$ cat src/rtl/pll_seq_pkg.sv
// rtl/pll_seq_pkg.sv - shared state encoding and constants for the PLL lock sequencer
package pll_seq_pkg;

  localparam int LOSS_CNT_W  = 8;
  localparam int SYNC_STAGES = 2;

  typedef enum logic [1:0] {
    WAIT_LOCK,
    STABILIZE,
    RUN,
    LOST
  } seq_state_e;

endpackage

$ cat src/rtl/pll_lock_sequencer_if.sv
// rtl/pll_lock_sequencer_if.sv - divisor load and reset/clock-enable output bundle
interface pll_lock_sequencer_if #(
  parameter int NUM_CH = 2,
  parameter int DIV_W  = 16
);
  import pll_seq_pkg::*;

  logic [NUM_CH*DIV_W-1:0] div_val;
  logic                    div_load;
  logic                    rst_out_n;
  logic                    locked;
  logic [NUM_CH-1:0]       ce_out;
  logic [LOSS_CNT_W-1:0]   loss_cnt;

  modport master (
    output div_val, div_load,
    input  rst_out_n, locked, ce_out, loss_cnt
  );

  modport slave (
    input  div_val, div_load,
    output rst_out_n, locked, ce_out, loss_cnt
  );

endinterface

$ cat src/rtl/pll_seq_ce_div.sv
// rtl/pll_seq_ce_div.sv - single-channel clock-enable divider with shadowed divisor
module pll_seq_ce_div #(
  parameter int DIV_W = 16
) (
  input  logic             clk_i,
  input  logic             rst_ni,
  input  logic             run_i,
  input  logic             en_i,
  input  logic             load_i,
  input  logic [DIV_W-1:0] div_i,
  output logic             ce_o
);

  logic [DIV_W-1:0] cnt_q, cnt_d;
  logic [DIV_W-1:0] div_q, div_d;
  logic [DIV_W-1:0] pend_q, pend_d;
  logic             pend_v_q, pend_v_d;
  logic             ce_q, ce_d;

  always_comb begin
    cnt_d    = cnt_q;
    div_d    = div_q;
    pend_d   = pend_q;
    pend_v_d = pend_v_q;
    ce_d     = 1'b0;
    if (en_i) begin
      if (cnt_q == div_q) begin
        cnt_d = '0;
        ce_d  = 1'b1;
        if (pend_v_q) begin
          div_d    = pend_q;
          pend_v_d = 1'b0;
        end
      end else begin
        cnt_d = cnt_q + 1'b1;
      end
    end else begin
      cnt_d = '0;
    end
    // A value left pending when RUN ends is applied as soon as we are out of RUN.
    if (!run_i && pend_v_q) begin
      div_d    = pend_q;
      pend_v_d = 1'b0;
    end
    if (load_i) begin
      if (run_i) begin
        pend_d   = div_i;
        pend_v_d = 1'b1;
      end else begin
        div_d    = div_i;
        pend_v_d = 1'b0;
      end
    end
  end

  always_ff @(posedge clk_i or negedge rst_ni) begin
    if (!rst_ni) begin
      cnt_q    <= '0;
      div_q    <= '0;
      pend_q   <= '0;
      pend_v_q <= 1'b0;
      ce_q     <= 1'b0;
    end else begin
      cnt_q    <= cnt_d;
      div_q    <= div_d;
      pend_q   <= pend_d;
      pend_v_q <= pend_v_d;
      ce_q     <= ce_d;
    end
  end

  assign ce_o = ce_q;

endmodule

$ cat src/rtl/pll_lock_sequencer.sv
// rtl/pll_lock_sequencer.sv - PLL lock qualifier, reset release and CE dividers; PLL_SEQ_LOSS_CNT_EN builds the loss counter
module pll_lock_sequencer
  import pll_seq_pkg::*;
#(
  parameter int NUM_CH        = 2,
  parameter int DIV_W         = 16,
  parameter int STABLE_CYCLES = 1024,
  parameter int LOCK_FILT     = 4
) (
  input  logic               sys_clk,
  input  logic               sys_rst_n,
  input  logic               pll_lock,
  pll_lock_sequencer_if.slave bus
);

  localparam int STAB_W = $clog2(STABLE_CYCLES);
  localparam int FILT_W = $clog2(LOCK_FILT + 1);

  seq_state_e             state_q;
  logic [SYNC_STAGES-1:0] sync_q;
  logic [STAB_W-1:0]      stab_q;
  logic [FILT_W-1:0]      filt_q;
  logic                   rst_out_q;
  logic                   locked_q;
  logic                   lock_s;
  logic                   filt_hit;
  logic                   run;
  logic                   div_en;
  logic [NUM_CH-1:0]      ce;

  assign lock_s   = sync_q[SYNC_STAGES-1];
  assign filt_hit = (filt_q == FILT_W'(LOCK_FILT));
  assign run      = (state_q == RUN);
  // Dividers stop on the same edge that leaves RUN so no strobe escapes into LOST.
  assign div_en   = run && !filt_hit;

  always_ff @(posedge sys_clk or negedge sys_rst_n) begin
    if (!sys_rst_n) begin
      sync_q <= '0;
    end else begin
      sync_q <= {sync_q[SYNC_STAGES-2:0], pll_lock};
    end
  end

  always_ff @(posedge sys_clk or negedge sys_rst_n) begin
    if (!sys_rst_n) begin
      state_q   <= WAIT_LOCK;
      stab_q    <= '0;
      filt_q    <= '0;
      rst_out_q <= 1'b0;
      locked_q  <= 1'b0;
    end else begin
      case (state_q)
        WAIT_LOCK: begin
          if (lock_s) begin
            state_q <= STABILIZE;
            stab_q  <= '0;
          end
        end
        STABILIZE: begin
          if (!lock_s) begin
            state_q <= WAIT_LOCK;
          end else if (stab_q == STAB_W'(STABLE_CYCLES - 1)) begin
            state_q   <= RUN;
            filt_q    <= '0;
            rst_out_q <= 1'b1;
            locked_q  <= 1'b1;
          end else begin
            stab_q <= stab_q + 1'b1;
          end
        end
        RUN: begin
          if (filt_hit) begin
            state_q   <= LOST;
            rst_out_q <= 1'b0;
            locked_q  <= 1'b0;
          end else if (lock_s) begin
            filt_q <= '0;
          end else begin
            filt_q <= filt_q + 1'b1;
          end
        end
        LOST: begin
          state_q <= WAIT_LOCK;
        end
        default: begin
          state_q <= WAIT_LOCK;
        end
      endcase
    end
  end

  for (genvar i = 0; i < NUM_CH; i++) begin : g_ch
    pll_seq_ce_div #(
      .DIV_W (DIV_W)
    ) u_div (
      .clk_i  (sys_clk),
      .rst_ni (sys_rst_n),
      .run_i  (run),
      .en_i   (div_en),
      .load_i (bus.div_load),
      .div_i  (bus.div_val[i*DIV_W +: DIV_W]),
      .ce_o   (ce[i])
    );
  end

`ifdef PLL_SEQ_LOSS_CNT_EN
  logic [LOSS_CNT_W-1:0] loss_cnt_q;

  always_ff @(posedge sys_clk or negedge sys_rst_n) begin
    if (!sys_rst_n) begin
      loss_cnt_q <= '0;
    end else if (run && filt_hit && (loss_cnt_q != '1)) begin
      loss_cnt_q <= loss_cnt_q + 1'b1;
    end
  end

  assign bus.loss_cnt = loss_cnt_q;
`else
  assign bus.loss_cnt = '0;
`endif

  assign bus.rst_out_n = rst_out_q;
  assign bus.locked    = locked_q;
  assign bus.ce_out    = ce;

endmodule

$ cat src/flat_wrapper.sv
// flat-port wrapper written by rule: the top's interface ports become plain ports
module pll_lock_sequencer_flat import pll_seq_pkg::*;
#(
  parameter int NUM_CH        = 2,
  parameter int DIV_W         = 16,
  parameter int STABLE_CYCLES = 1024,
  parameter int LOCK_FILT     = 4
)
  (sys_clk, sys_rst_n, pll_lock, bus_div_val, bus_div_load, bus_rst_out_n, bus_locked, bus_ce_out, bus_loss_cnt);
  pll_lock_sequencer_if #(.NUM_CH(NUM_CH), .DIV_W(DIV_W)) bus_i ();
  input  logic sys_clk;
  input  logic sys_rst_n;
  input  logic pll_lock;
  input wire logic [$bits(bus_i.div_val)-1:0] bus_div_val;
  input wire logic [$bits(bus_i.div_load)-1:0] bus_div_load;
  output wire logic [$bits(bus_i.rst_out_n)-1:0] bus_rst_out_n;
  output wire logic [$bits(bus_i.locked)-1:0] bus_locked;
  output wire logic [$bits(bus_i.ce_out)-1:0] bus_ce_out;
  output wire logic [$bits(bus_i.loss_cnt)-1:0] bus_loss_cnt;
  assign bus_i.div_val = bus_div_val;
  assign bus_i.div_load = bus_div_load;
  assign bus_rst_out_n = bus_i.rst_out_n;
  assign bus_locked = bus_i.locked;
  assign bus_ce_out = bus_i.ce_out;
  assign bus_loss_cnt = bus_i.loss_cnt;
  pll_lock_sequencer #(.NUM_CH(NUM_CH), .DIV_W(DIV_W), .STABLE_CYCLES(STABLE_CYCLES), .LOCK_FILT(LOCK_FILT)) u_core (.sys_clk(sys_clk), .sys_rst_n(sys_rst_n), .pll_lock(pll_lock), .bus(bus_i));
endmodule
$ cat config.mk
export PLATFORM = sky130hd
export DESIGN_NAME = pll_lock_sequencer_flat
export DESIGN_NICKNAME = d
export VERILOG_FILES = /design/src/rtl/pll_seq_pkg.sv /design/src/rtl/pll_lock_sequencer_if.sv /design/src/rtl/pll_seq_ce_div.sv /design/src/rtl/pll_lock_sequencer.sv /design/src/flat_wrapper.sv
export SDC_FILE = /design/constraint.sdc
export NUM_CORES = 1
export LEC_CHECK = 0
export ABC_AREA = 1
export CORE_MARGIN = 2
export CORE_UTILIZATION = 62
export CTS_BUF_LIST = sky130_fd_sc_hd__clkbuf_2
export DETAILED_ROUTE_END_ITERATION = 7
export PLACE_DENSITY = 0.83
export SYNTH_ARGS = -nofsm -noshare
export SYNTH_HDL_FRONTEND = slang
export SYNTH_HIERARCHICAL = 1
export SYNTH_SLANG_ARGS = --single-unit
$ cat constraint.sdc
create_clock -name sys_clk -period 3.4 [get_ports sys_clk]
set_input_delay 0.34 -clock sys_clk [delete_from_list [all_inputs] [get_ports sys_clk]]
set_output_delay 0.34 -clock sys_clk [all_outputs]
set_load 0.05 [all_outputs]
==> results of run 1 <==
-- placed cells by master (no fill, tap or decap), types with 3 or more instances in the layout --
cell and instances:
a21o_1 30, a21oi_1 14, a31oi_1 32, buf_4 5, clkbuf_2 21, clkdlybuf4s50_1 38
clkinv_1 3, clkinv_2 4, conb_1 8, dfrtp_1 118, ha_1 5, inv_1 126
inv_2 8, nand2_1 272, nand2_4 3, nand3_1 55, nand4_1 8, nand4_4 3
nor2_1 92, nor2_2 6, nor2_4 9, nor3_1 4, nor3_2 4, o21ai_0 67
o21ai_2 3, xnor2_1 6, xor2_1 18
-- final timing paths --
kind,startpoint,end,slack (ns),cells past startpoint
worst max-delay path,flip-flop,u_core/g_ch[0].u_div/cnt_q[13],1.13,7
worst min-delay path,sys_rst_n,u_core/stab_q[5],0.17,2
max in group asynchronous,sys_rst_n,u_core/g_ch[1].u_div/cnt_q[10],2.43,3
worst max register to register,flip-flop,u_core/g_ch[0].u_div/cnt_q[13],1.13,7
min in group sys_clk,bus_div_val[9],u_core/g_ch[0].u_div/pend_q[9],0.18,3
worst min register to register,u_core/sync_q[0],u_core/sync_q[1],0.37,0
-- worst register-to-register path, stage by stage (launching register included) --
cell      delay, ns
dfrtp_1        0.51
inv_2          0.07
nor2_4         0.19
nand2_1        0.16
inv_1          0.40
nand2_1        0.46
o21bai_1       0.30
a21oi_1        0.11
-- registers in the layout, indices dropped and copies added, names as in the netlist, 2 cells and up, named ones only --
register                    count
u_core/g_ch.u_div/cnt_q        32
u_core/g_ch.u_div/pend_v_q      2
u_core/g_ch.u_div/ce_o          2
u_core/stab_q                  10
u_core/sync_q                   2
u_core/filt_q                   3
u_core/g_ch.u_div/div_q        32
u_core/g_ch.u_div/pend_q       32
-- power by group --
| group | switching [µW] | total, µW | internal (µW) |
|---|---|---|---|
| clock | 518 | 781 | 263 |
| combinational | 927 | 1490 | 563 |
| sequential | 389 | 2170 | 1780 |
-- stage by stage --
stage | instance area [µm²] | hold slack, ns | total power (µW)
final | 7600 | 0.171 | 4440
after global routing | 7600 | 0.102 | 4840
after CTS | 7590 | 0.130 | 4450
after detailed placement | 7380 | 0.341 | 3670
after global placement | 7380 | 0.334 | 3620
after floorplan | 6990 | 0.0444 | 3280
-- final cells by class --
cell class | instances | area (µm²) | area share
tap | 140 | 175 | 0.0231
sequential | 118 | 2950 | 0.389
clock buffer | 21 | 105 | 0.0138
clock inverter | 11 | 85.1 | 0.0112
antenna | 1 | 2.50 | 0.000329
timing repair buffer | 46 | 458 | 0.0603
multi-input combinational | 656 | 3320 | 0.436
inverter | 134 | 503 | 0.0662
-- cells in the mapped netlist, drive strengths merged --
cell type  number
clkbuf         18
nor3            8
o31ai           2
a22oi           1
o21bai          2
o21a            2
a211oi          2
ha              5
o2111ai         1
o21ai          70
conb            1
nor3b           4
buf            20
nand2         276
nor2          109
dfrtp         118
a21o           30
nand3          55
nand4          11
xnor2           6
xor2           18
inv           134
a31oi          32
a21oi          14
-- metal layers --
metal  up-vias  part of all wire
met5         -                 0
met4         0            0.0099
met3        10             0.061
met2       155              0.47
met1      2760              0.46
li1       3041                 -
-- cells by family after synthesis --
family / count (synthesis)
AOI/OAI and AO/OA: 156
and+or+nand+nor: 463
buffers and inverters: 172
DFF: 118
other: 1
xor gates and xnor gates: 24
adders and majority gates: 5
==> results.sh, run 1 <==
export IMPL_setup_violations=0
export IMPL_critPathLaunchType="flip-flop"
export IMPL_gr_total_overflow=0
export IMPL_path_clk_slew_ns=0.16
export IMPL_cts_tree="yes"
export IMPL_drc=0
export IMPL_crit_top_cell="nand2_1"
export IMPL_cts_setup_buffers=0
export IMPL_end_kind="flip-flop"
export IMPL_synth_seq_area_share=0.424
export IMPL_row_count=38
export IMPL_start_util=0.640
export IMPL_skew_ns=0.0264
export IMPL_tightestPinTransition_ns=0.954
export IMPL_synth_top_family_by_area="simple AND/OR/NAND/NOR gates"
export IMPL_worst_path_max_fanout=15
export IMPL_cts_buffers_inserted=17
export IMPL_synth_top_cell_area_share=0.424
export IMPL_io_pins=48
export IMPL_core_um2=10900
export IMPL_die_height_um=110
export IMPL_synthTopCellsByArea="dfrtp_1 (42%), nand2_1 (15%), inv_1 (6.8%)"
export IMPL_timing_final_ws_setup_ns=1.13
export IMPL_first_pass_iters=5
export IMPL_hold_viol=0
export IMPL_area_delta_synth_final_pct=9.05
export IMPL_drv_slew=0
export IMPL_wl_mm=14.3
export IMPL_io_buffers=39
export IMPL_clock_sinks=118
export IMPL_synthAdderAreaFrac=0.00898
export IMPL_hold_path_class="in -> async"
export IMPL_finalNonFillerCells=1127
export IMPL_netlist_area_um2=6970
export IMPL_timing_critical_path_buf_inv=2
export IMPL_synthCells=939
export IMPL_dp_cells=1092
export IMPL_dp_slack_ns=1.17
export IMPL_die_area_um2=12100
export IMPL_synth_compound_area_frac=0.135
export IMPL_period_minus_slack_ns=2.27
export IMPL_cts_resized=0
export IMPL_postLayoutCoreUtil=0.698
export IMPL_htree_levels=4
export IMPL_cts_root_buf="clkbuf_2"
export IMPL_grtUsageTotal=0.265
export IMPL_insertion_delay_ns=0.71
export IMPL_nets=1014
export IMPL_cp_required_ns=4.04
export IMPL_max_freq_mhz=440
export IMPL_crit_type="reg -> reg"
export IMPL_n_fill_cell=943
export IMPL_yosysWarningCount=6
export IMPL_synthSimpleGateAreaFrac=0.298
export IMPL_grt_pass1_vias=5445
export IMPL_slowest_delay_ns=0.51
export IMPL_grt_max_degree=70
export IMPL_muxShareOfSynthArea=0
export IMPL_min_period_over_period=0.669
export IMPL_grt_util_met2=0.417
export IMPL_yosys_area_top_type="dfrtp_1"
export IMPL_crit_chain="inv_2, nor2_4, nand2_1, inv_1, nand2_1, o21bai_1, a21oi_1"
export IMPL_ant_nets=0
export IMPL_ys_ff_latch=118
export IMPL_use_met1=0.361
export IMPL_p_leak_uw=0.00388
export IMPL_setup_tns_final_ns=0
export IMPL_critPathArrivalTime_ns=2.91
export IMPL_drive_gt1_frac=0.0781
export IMPL_synth_cell_type_count=37
export IMPL_synth_area_per_cell_um2=7.42
export IMPL_gp_congestion=0.844
export IMPL_synth_xor_area_frac=0.0302
export IMPL_drtIter0Drc=385
export IMPL_crit_slowest_cell="dfrtp_1"
export IMPL_path_delay_family="simple AND/OR/NAND/NOR gates"
export IMPL_place_hpwl_mm=9.70
export IMPL_slew_headroom=0.362
export IMPL_p_per_area_nw_per_um2=584
export IMPL_wl_per_cell_um=12.7
export IMPL_irDropWorstVdd_uv=389
export IMPL_cts_buffer_depth=2
export IMPL_grtUsageMet3=0.0676
export IMPL_antenna_found_initial=1
export IMPL_maxCapViolCount=0
export IMPL_rsz0062_at_grt="false"
export IMPL_status="complete, no violations"
export IMPL_grt_busiest_layer="met2"
export IMPL_die_x_um=110
export IMPL_vias=5966
export IMPL_routed_via_density=5.29
export IMPL_hold_buffers=2
export IMPL_grt_pass1_wl_mm=24.8
No activity file was read; power rests on OpenSTA's default activity.
==> run 2: changes to the inputs <==
Settings changed: CORE_UTILIZATION 62 to 56, PLACE_DENSITY 0.83 to 0.79.
Clock period 3.4 ns to 2.04 ns, I/O delays scaled along.
==> run 2 against run 1 <==
Compared with the run above:
- via count rose by 1.9%
- sequential share of layout area fell by 1.7 points
- combinational power rose by 79%
- final area rose by 4.7%
- worst hold slack got worse by 0.11 ns
- largest cell class unchanged
- sequential power rose by 66%
- sequential cell count did not move
- count of clock-buffer cells in the layout fell by 4
- non-clock buffer count rose by 32
- global-route usage fell by 1.6 points
- clock skew rose by 0.011 ns
- power rose by 73%
==> results.sh, run 2 (same netlist as run 1, synthesis figures left out) <==
export IMPL_status="complete, no violations"
export IMPL_setup_violations=0
export IMPL_rsz0062_at_grt="false"
export IMPL_path_clk_slew_ns=0.21
export IMPL_hold_path_class="in -> async"
export IMPL_end_kind="primary output"
export IMPL_layout_common_cells="nand2_1 (271), inv_1 (125), dfrtp_1 (118), nor2_1 (91), o21ai_0 (67)"
export IMPL_p_int_uw=4450
export IMPL_cts_root_buf="clkbuf_2"
export IMPL_cts_buffer_depth=2
export IMPL_nets=1046
export IMPL_crit_slowest_cell="dlygate4sd2_1"
export IMPL_timing_final_ws_setup_ns=0.151
export IMPL_p_leak_uw=0.00407
export IMPL_slowest_delay_ns=0.55
export IMPL_crit_type="reg -> out"
export IMPL_grt_pass1_vias=5614
export IMPL_tightestPinTransition_ns=0.958
export IMPL_skew_ns=0.0373
export IMPL_grt_pass1_wl_mm=26.4
export IMPL_vias=6077
export IMPL_routed_via_density=5.12
export IMPL_critPathArrivalTime_ns=1.69
export IMPL_p_per_area_nw_per_um2=962
export IMPL_gp_congestion=0.812
export IMPL_p_sw_uw=3210
export IMPL_grtUsageTotal=0.249
export IMPL_gr_total_overflow=0
export IMPL_setup_tns_final_ns=0
export IMPL_max_freq_mhz=529
export IMPL_reg_largest_list="u_core/g_ch.u_div/cnt_q x32, u_core/g_ch.u_div/div_q x32, u_core/g_ch.u_div/pend_q x32"
export IMPL_cts_tree="yes"
export IMPL_row_count=40
export IMPL_first_pass_iters=5
export IMPL_netSwitchingFraction=0.419
export IMPL_clock_sinks=118
export IMPL_period_minus_slack_ns=1.89
export IMPL_io_buffers=39
export IMPL_worst_path_max_fanout=3
export IMPL_die_area_um2=13300
export IMPL_seqPwrFrac=0.470
export IMPL_drv_slew=0
export IMPL_cts_buffers_inserted=17
export IMPL_htree_levels=4
export IMPL_cp_required_ns=1.84
export IMPL_min_period_over_period=0.926
export IMPL_timing_critical_path_buf_inv=1
export IMPL_io_pins=48
export IMPL_irDropWorstVdd_uv=628
export IMPL_ant_nets=0
export IMPL_drc=0
export IMPL_maxCapViolCount=0
export IMPL_path_delay_family="buffers and inverters"
export IMPL_insertion_delay_ns=0.72
export IMPL_critPathLaunchType="flip-flop"
export IMPL_drive_gt1_frac=0.107
export IMPL_die_x_um=116
export IMPL_crit_chain="dlygate4sd2_1"
export IMPL_wl_mm=15.1
export IMPL_slew_headroom=0.359
export IMPL_core_um2=12100
export IMPL_antenna_found_initial=0
export IMPL_combinationalPowerShare=0.347
export IMPL_final_common_cell="nand2_1"
export IMPL_drtIter0Drc=370
export IMPL_start_util=0.578
export IMPL_power_share_clock=0.183
export IMPL_n_fill_cell=1042
export IMPL_place_hpwl_mm=10.3
export IMPL_antenna_cells=0
export IMPL_power_uw=7660
export IMPL_dp_slack_ns=0.145
export IMPL_die_height_um=116
export IMPL_area_delta_synth_final_pct=14.2
export IMPL_hold_viol=0
export IMPL_wl_per_cell_um=12.7
export IMPL_grt_max_degree=34
[run 2: cell types whose count changed in the layout (fill, tap and decap cells not counted), sizes merged]
cell / change
clkdlybuf4s50: -4
buf: +26
clkbuf: -4
diode: -1
clkinvlp: +3
inv: +4
dlygate4sd2: +4
dlygate4sd3: +6
clkinv: -3
[run 2: worst paths after layout]
| check | endpoint | from | slack [ns] | cells after the start |
|---|---|---|---|---|
| max in group asynchronous | u_core/stab_q[5] | sys_rst_n | 0.58 | 3 |
| max reg2reg | u_core/g_ch[1].u_div/cnt_q[14] | u_core/g_ch[1].u_div/cnt_q[0] | 0.17 | 9 |
| min in group sys_clk | u_core/g_ch[0].u_div/pend_q[7] | bus_div_val[7] | 0.06 | 3 |
| max | bus_locked | u_core/bus.locked | 0.15 | 1 |
| min | u_core/g_ch[0].u_div/div_q[13] | sys_rst_n | 0.06 | 3 |
| min reg2reg | u_core/sync_q[1] | u_core/sync_q[0] | 0.38 | 0 |
[run 2: timing repair]
| item | 4_1_cts | 5_1_grt |
|---|---|---|
| gates resized for setup | 4 | 7 |
| hold endpoints to repair | 123 | 0 |
| buffers inserted | 0 | 11 |
| hold buffers | 8 | 0 |
| pin swaps | 0 | 6 |
| endpoints found under the setup margin | 4 | 21 |
[run 2: layout make-up]
type / instances / area, µm² / share of cell area
Tap cell: 168 / 210 / 0.0264
Clock inverter: 15 / 129 / 0.0162
Inverter: 134 / 503 / 0.0632
Clock buffer: 17 / 85.1 / 0.0107
Timing Repair Buffer: 78 / 733 / 0.0922
Multi-Input combinational cell: 656 / 3340 / 0.420
Sequential cell: 118 / 2950 / 0.371
[run 2: layer usage]
| metal | vias up | share of wire | track usage |
|---|---|---|---|
| met4 | 0 | 0.013 | 0.0779 |
| met5 | - | 0 | 0 |
| met1 | 2824 | 0.48 | 0.345 |
| met3 | 18 | 0.045 | 0.0570 |
| li1 | 3110 | - | - |
| met2 | 125 | 0.46 | 0.392 |
[run 2: power by group through the flow]
stage | sequential (µW) | clock, µW | combinational (µW)
after floorplan | 3450 | 0 | 2030
after global placement | 3610 | 0 | 2560
after detailed placement | 3630 | 0 | 2620
after CTS | 3590 | 1450 | 2640
after global routing | 3700 | 1560 | 3070
final | 3600 | 1400 | 2660
[run 2: through the flow]
stage,area (µm²),hold WS (ns),std cells,util
2_1_floorplan,6990,-0.0916,946,-
3_3_place_gp,7560,0.247,1135,0.627
3_5_place_dp,7560,0.253,1135,0.627
4_1_cts,7850,0.00189,1175,0.651
5_1_grt,7960,0.00890,1186,0.660
6_report,7960,0.0570,1186,0.660
==> run 3: changes to the inputs <==
Settings changed: CTS_CLUSTER_DIAMETER from default to 200, GPL_ROUTABILITY_DRIVEN from default to 1.
==> results of run 3 <==
No change in the layout: final DEF, timing and power equal those of run 2.
